## src/rtl/comparatore_3bit_feeder.sv

```systemverilog
// rtl/comparatore_3bit_feeder.sv - operand feeder for comparatore_3bit: assembles a/b/c, holds, samples cmp_out.
// Optional hit/total statistics enabled by COMPARATORE_FEEDER_STATS_EN.
module comparatore_3bit_feeder #(
  parameter int WIDTH       = 3,
  parameter int HOLD_CYCLES = 4,
  parameter int CNT_W       = 8
) (
  input  logic             clk,
  input  logic             rst_n,
  input  logic             in_valid,
  output logic             in_ready,
  input  logic [WIDTH-1:0] in_data,
  output logic [WIDTH-1:0] a,
  output logic [WIDTH-1:0] b,
  output logic [WIDTH-1:0] c,
  input  logic             cmp_out,
  output logic             res_valid,
  input  logic             res_ready,
  output logic             res_data,
  output logic [CNT_W-1:0] hit_count,
  output logic [CNT_W-1:0] tot_count
);

  typedef enum logic [2:0] {LOAD_A, LOAD_B, LOAD_C, HOLD, REPORT} state_t;

  localparam logic [7:0] HOLD_INIT = 8'(HOLD_CYCLES - 1);

  state_t           state_q, state_d;
  logic [WIDTH-1:0] sh_a_q, sh_a_d, sh_b_q, sh_b_d;
  logic [WIDTH-1:0] a_q, a_d, b_q, b_d, c_q, c_d;
  logic             res_valid_q, res_valid_d, res_data_q, res_data_d;
  logic [7:0]       hold_q, hold_d;
  logic             accept, res_fire;

  assign in_ready = (state_q == LOAD_A) || (state_q == LOAD_B) || (state_q == LOAD_C);
  assign accept   = in_valid & in_ready;
  assign res_fire = res_valid_q & res_ready;

  always_comb begin
    state_d     = state_q;
    sh_a_d      = sh_a_q;
    sh_b_d      = sh_b_q;
    a_d         = a_q;
    b_d         = b_q;
    c_d         = c_q;
    res_valid_d = res_valid_q;
    res_data_d  = res_data_q;
    hold_d      = hold_q;
    case (state_q)
      LOAD_A: if (accept) begin sh_a_d = in_data; state_d = LOAD_B; end
      LOAD_B: if (accept) begin sh_b_d = in_data; state_d = LOAD_C; end
      // Whole triple lands on one edge so the comparator never sees a mix.
      LOAD_C: if (accept) begin
        a_d     = sh_a_q;
        b_d     = sh_b_q;
        c_d     = in_data;
        hold_d  = HOLD_INIT;
        state_d = HOLD;
      end
      HOLD: begin
        if (hold_q == 8'd0) begin
          res_data_d  = cmp_out;
          res_valid_d = 1'b1;
          state_d     = REPORT;
        end else begin
          hold_d = hold_q - 8'd1;
        end
      end
      REPORT: if (res_fire) begin res_valid_d = 1'b0; state_d = LOAD_A; end
      default: state_d = LOAD_A;
    endcase
  end

  always_ff @(posedge clk or negedge rst_n) begin
    if (!rst_n) begin
      state_q     <= LOAD_A;
      sh_a_q      <= '0;
      sh_b_q      <= '0;
      a_q         <= '0;
      b_q         <= '0;
      c_q         <= '0;
      res_valid_q <= 1'b0;
      res_data_q  <= 1'b0;
      hold_q      <= 8'd0;
    end else begin
      state_q     <= state_d;
      sh_a_q      <= sh_a_d;
      sh_b_q      <= sh_b_d;
      a_q         <= a_d;
      b_q         <= b_d;
      c_q         <= c_d;
      res_valid_q <= res_valid_d;
      res_data_q  <= res_data_d;
      hold_q      <= hold_d;
    end
  end

  assign a         = a_q;
  assign b         = b_q;
  assign c         = c_q;
  assign res_valid = res_valid_q;
  assign res_data  = res_data_q;

`ifdef COMPARATORE_FEEDER_STATS_EN
  logic [CNT_W-1:0] hit_q, hit_d, tot_q, tot_d;

  // Both counters stick at all-ones instead of wrapping.
  always_comb begin
    hit_d = hit_q;
    tot_d = tot_q;
    if (res_fire) begin
      if (tot_q != {CNT_W{1'b1}}) tot_d = tot_q + CNT_W'(1);
      if (res_data_q && (hit_q != {CNT_W{1'b1}})) hit_d = hit_q + CNT_W'(1);
    end
  end

  always_ff @(posedge clk or negedge rst_n) begin
    if (!rst_n) begin
      hit_q <= '0;
      tot_q <= '0;
    end else begin
      hit_q <= hit_d;
      tot_q <= tot_d;
    end
  end

  assign hit_count = hit_q;
  assign tot_count = tot_q;
`else
  assign hit_count = '0;
  assign tot_count = '0;
`endif

endmodule
```

## config.mk

```make
export PLATFORM = sky130hd
export DESIGN_NAME = comparatore_3bit_feeder
export DESIGN_NICKNAME = d
export VERILOG_FILES = /design/src/rtl/comparatore_3bit_feeder.sv
export SDC_FILE = /design/constraint.sdc
export NUM_CORES = 1
export LEC_CHECK = 0
export BUFFER_PORTS_ARGS = -buffer_cell sky130_fd_sc_hd__buf_4
export CAP_MARGIN = 20
export CORE_UTILIZATION = 45
export CTS_BUF_LIST = sky130_fd_sc_hd__clkbuf_16
export CTS_CLUSTER_DIAMETER = 150
export DETAILED_ROUTE_END_ITERATION = 10
export GPL_TIMING_DRIVEN = 1
export PLACE_DENSITY = 0.81
export SKIP_CTS_REPAIR_TIMING = 1
export SKIP_LAST_GASP = 1
export SLEW_MARGIN = 10
export SYNTH_ARGS = -nofsm -noshare
export SYNTH_HDL_FRONTEND = slang
export SYNTH_SLANG_ARGS = --single-unit
```

## constraint.sdc

```tcl
create_clock -name clk -period 1.8 [get_ports clk]
set_clock_uncertainty 0.2 [all_clocks]
set_input_delay 0.09 -clock clk [delete_from_list [all_inputs] [get_ports clk]]
set_output_delay 0.09 -clock clk [all_outputs]
set_load 0.03 [all_outputs]
```

==> metrics, run 1 <==
worst-skew pair later-pin latency roughly 260 ps; leak pwr approximately 0.9 nW; via/cell ratio 4.74; register area about 700 um2; Hold WS ~80 ps; achievable frequency between 500 and 600 MHz; IO Pins 36; Die Area ~0.0035 mm2; Syn Area/Cell 10.3 um2; # rows 20; Peak VDD IR ~1100 uV; crit path DAT ~1800 ps; Mapped Area between 0.001 and 0.0015 mm2; Vias slightly above 1k; H-Tree Depth 1; post-synthesis sequential area ratio between 40% and 50%; top post-synthesis cells by area dfrtp_1 48%, nand2_1 9.6%, buf_4 8.8%; net switching power 1.27 mW; Setup TNS 0 ps; Yosys top cell area share 48.4%; clock share of power between 15 and 20%; Sw Share between 30% and 40%; clk root buf clkbuf_16; Area growth syn-to-layout 24.5%; final setup margin about 10 ps; port bufs 19; worst hold path class in2async; Seq pwr share 36.5%; logic gate share of total power a little over two fifths; Cells after DPL 205; Hold Vio Cnt, Final 0; Req. time, crit path around 1800 ps; P_int just under 2 mW; Top FF cell, synth dfrtp_1; async set-or-reset flop fraction in the synthesized netlist between 90% and 100%; clock net sink count 28; top-count cell post-synth nand2_1; multi-input combinational cell area 661 um2; HPWL after DPL 1.93 mm; Pre-antenna DRT Iters 4; Synth Instances around 140; antenna violations before repair 0; DRT iter0 DRCs 30; Global Route Usage Sum around 17%; largest net degree at the start of global routing 29; Routed WL around 2.8 mm; Non-Filler Instances between 200 and 250; die width 58.7 um; element type at the critical path start flip-flop; Tot Pwr between 3 and 4 mW; PwrDens 1790 mW/mm2; EDFF count, synth 0; first-pass GRT wire length ~4.3 mm; maximum fanout along the worst path 3; CP endpoint kind flip-flop; CTS Buf Count 3; worst-case clock buffer depth 2; Residual DRC 0; fin crit share just under 100%; max-slew violation count 0; vias in the first global route 963; Final Net Count ~190; worst slack at placement -8.29 ps; synthesis warning total 0; Routed Antenna Nets 0; Reg clk slew, reported paths about 70 ps; setup violators final 0; RSZ-0062 raised after global routing true; grt ovf 0; status finished, final reports clean; critical path class reg2reg; FILL cells ~250; chip height approximately 59 um; CTS tree done; CORE AREA 0.00305 mm2; Synth area leader dfrtp_1; Commonest cells post-synth 37 x nand2_1, 28 x dfrtp_1, 17 x buf_4; wire per inst 12.9 um; initial core utilization between 40% and 50%; Synth Register Bits 28; post-route minimum period 1790 ps; Max-Cap Viols 0; number of diodes 0; GP Congestion roughly 0.84; synth unique cells 34; share of layout cells above drive strength 1 between 20 and 30%
==> cell families (layout without fill, tap and decap cells) <==
logic type,after synthesis,after routing,synth area share (%)
mux,12,12,8.89
compound gates,11,11,5.10
flops,28,28,48.4
buf+inv,22,40,10.8
other cells,1,16,0.259
fa+ha+maj,2,2,1.73
simple gates,65,65,24.9
==> flip-flops by register name (all words and copies together) (netlist names) <==
signal and flops:
a 3, sh_a_q 3, c 3, res_valid 1, b 3, sh_b_q 3, hold_q 8, state_q 3
res_data 1
==> worst paths after layout <==
kind,from,to,slack (ps),cells after the start
setup / recovery,hold_q[1],hold_q[4],10,7
hold / removal,rst_n,res_data,80,2
setup reg to reg,hold_q[1],hold_q[4],10,7
hold reg to reg,sh_b_q[2],b[2],270,2
max in group asynchronous,rst_n,state_q[0],1050,2
min in group clk,sh_b_q[2],b[2],270,2
==> worst max-delay path, cell delays in order, from the launching register on <==
cell and delay [ps]:
dfrtp_1 400, inv_2 90, ha_4 130, nor4b_4 320, buf_4 190, nand2_1 50
nand4_1 110, mux2i_1 220
==> metal layers <==
| layer | routed length, um | global-route usage [%] |
|---|---|---|
| met1 | 1190 | 20.9 |
| met2 | 1550 | 29.4 |
| met3 | 67 | 2.20 |
| met4 | 16 | 7.14 |
| met5 | 0 | 0 |
==> placed cells by master (no fill, tap or decap), types with 2 or more instances in the layout <==
cell           count
a21oi_1            4
buf_4             27
clkbuf_16          3
conb_1            16
dfrtp_1           26
dfrtp_2            2
dlygate4sd3_1      7
inv_2              2
mux2_2             6
mux2i_1            5
nand2_1           37
nand3_1            3
nand3_2            2
nand4_1            3
nor2_1             6
nor2b_1            3
nor3b_2            2
==> layout make-up <==
class                   count  area share [%]
multi-input cells         106            36.6
inverters                   2           0.416
flip-flops and latches     28            39.0
well taps                  44            3.05
repair buffers             34            15.1
clock buffers               3            4.16
clock inverters             1            1.66
==> through the flow <==
stage          area, um2  utilization (%)
2_1_floorplan       1510                -
3_3_place_gp        1600             52.4
3_5_place_dp        1600             52.4
4_1_cts             1700             55.8
5_1_grt             1800             59.1
6_report            1800             59.1
==> power groups by stage <==
| stage | clock network, mW | logic, mW | registers, mW |
|---|---|---|---|
| after floorplan | 0 | 0.800 | 1.31 |
| after global placement | 0 | 1.29 | 1.15 |
| after detailed placement | 0 | 1.35 | 1.17 |
| after CTS | 0.653 | 1.36 | 1.17 |
| after global routing | 0.675 | 1.55 | 1.22 |
| final | 0.642 | 1.41 | 1.18 |
Power figures use the tool's default switching activity.
==> run 2, diff against run 1 <==
--- a/config.mk
+++ b/config.mk
@@ -13,6 +13,7 @@
 export DETAILED_ROUTE_END_ITERATION = 10
 export GPL_TIMING_DRIVEN = 1
 export PLACE_DENSITY = 0.81
+export REMOVE_ABC_BUFFERS = 1
 export SKIP_CTS_REPAIR_TIMING = 1
 export SKIP_LAST_GASP = 1
 export SLEW_MARGIN = 10
==> metrics, run 2 (synthesis gave the netlist of run 1 again) <==
Area growth syn-to-layout 25.1%; highest-count cells in the layout ignoring fill and taps 37 x nand2_1, 31 x buf_4, 28 x dfrtp_1, 16 x conb_1, 7 x dlygate4sd3_1; GR Layer Usage met3 3.30% (+1.1 points); Peak VDD IR 794 uV (-25%); Vias 1063 (+2.9%); Max-Cap Viols 0 (unchanged); slowest CP cell dfrtp_1; post-route minimum period 1780 ps (-13.7 ps); Global Route Usage Sum 17.5% (+0.72 points); WP buf/inv 2 (unchanged); cell depth of the worst flop-to-flop path 6 (-1); commonest non-fill, non-tap cell in the layout nand2_1; Reg clk slew, reported paths 70 ps (about the same); Setup crit end res_data; CTS tree done; status finished, final reports clean; initial core utilization 47.5% (unchanged); worst hold path class in2async; clock net sink count 28 (unchanged); worst-case clock buffer depth 2 (unchanged); DRT iter0 DRCs 30 (unchanged); max reg flops 8 (unchanged); M1 GR Usage 19.1% (-1.8 points); Routed Antenna Nets 0 (unchanged); CP endpoint kind flip-flop; Critical R2R Launch hold_q[0]; Pre-antenna DRT Iters 4 (unchanged); Most flops, register hold_q; leak pwr 0.902 nW (+1.9%); crit path DAT 1730 ps (-30 ps); maximum fanout along the worst path 5 (+2); GR Util met2 34.3% (+4.9 points); setup violators final 0 (unchanged); Req. time, crit path 1750 ps (-20 ps); HPWL after DPL 2.01 mm (+4.4%); antenna violations before repair 0 (unchanged); Final Net Count 189 (+2.2%); wire per inst 13.4 um (+3.6%); GP Congestion 0.888 (+5.2%); CP Depth 6 (-1); largest net degree at the start of global routing 29 (unchanged); share of layout cells above drive strength 1 30.5% (+0.62 points); number of diodes 0 (unchanged); clk root buf clkbuf_16; IO Pins 36 (unchanged); r2r endpoint res_data; Setup TNS 0 ps (unchanged); port bufs 19 (unchanged); Residual DRC 0 (unchanged); grt ovf 0 (unchanged); RSZ-0062 raised after global routing true; final core utilization 59.4% (+0.29 points); max-slew violation count 0 (unchanged); Hold Vio Cnt, Final 0 (unchanged); Non-Filler Instances 221 (+1.4%); busiest grt layer met2; via/cell ratio 4.81 (+1.5%); PwrDens 1780 mW/mm2 (-0.84%); element type at the critical path start flip-flop; Die Area 0.00345 mm2 (unchanged); die width 58.7 um (unchanged); CORE AREA 0.00305 mm2 (unchanged); fin crit share 98.7% (-0.76 points); reg2reg setup slack 20 ps (about the same); # rows 20 (unchanged); Cells after DPL 206 (+0.49%); CP cell instances inv_2, ha_4, nor4b_4, buf_4, nand3_2, mux2_4; CTS Buf Count 3 (unchanged); achievable frequency 563 MHz (+0.77%); Worst Setup SP hold_q[0]; worst-skew pair later-pin latency 260 ps (about the same); chip height 58.7 um (unchanged); H-Tree Depth 1 (unchanged); first-pass GRT wire length 4.60 mm (+6.6%); CP delay by family, top flip-flops; CP max stage delay 400 ps (about the same); vias in the first global route 1065 (+11%); critical path class reg2reg; Routed WL 2.96 mm (+5.1%)
run 2: cell count changes in the layout (fill, tap and decap cells not counted):
cell       change
buf_4          +4
a21boi_2       -1
a21boi_4       +1
mux2_4         +1
bufinv_16      -1
dfrtp_2        -2
dfrtp_1        +2
mux2_1         -1
run 2: power by group:
| part | internal [mW] | leakage [nW] | switching, mW |
|---|---|---|---|
| Clock | 0.295 | 0.0370 | 0.208 |
| Combinational | 0.709 | 0.523 | 0.856 |
| Sequential | 0.912 | 0.342 | 0.245 |
| Total | 1.92 | 0.902 | 1.31 |
run 2: cell type report:
type	instances	area (um2)
Fill cell	283	1240
Sequential cell	28	701
Multi-Input combinational cell	106	672
Tap cell	44	55.1
Clock buffer	3	75.1
Inverter	2	7.51
Timing Repair Buffer	38	303
run 2: per-stage QoR:
stage / hold slack [ps] / instance area, um2 / power (mW) / worst slack (ps)
after floorplan: -406 / 1360 / 2.05 / 62.3
after global placement: -181 / 1610 / 2.46 / 74.7
after detailed placement: -172 / 1610 / 2.54 / -82.9
after CTS: -454 / 1680 / 3.05 / -100
after global routing: 122 / 1810 / 3.41 / -55.7
final: 85.4 / 1810 / 3.23 / 23.8
run 2: worst register-to-register path, cell delays in order (launching register included):
cell,delay [ps]
dfrtp_1,400
inv_2,100
ha_4,160
nor4b_4,170
buf_4,180
nand3_2,130
mux2_4,320
run 2: worst min-delay path by stage:
stage / startpoint / to / slack, ps / cells past startpoint
floorplan: rst_n / a[0] / -410 / 0
global route: rst_n / res_data / 120 / 2
CTS: rst_n / res_data / -450 / 1
finish: rst_n / res_data / 90 / 2
detailed placement: rst_n / res_data / -170 / 1
global placement: rst_n / res_data / -180 / 1
run 2: layer usage:
layer	up-vias	routed length, um	share of wire, %
met4	0	35	1.2
met1	513	1180	40
met2	37	1630	55
met3	4	109	3.7
li1	509	-	-
met5	-	0	0
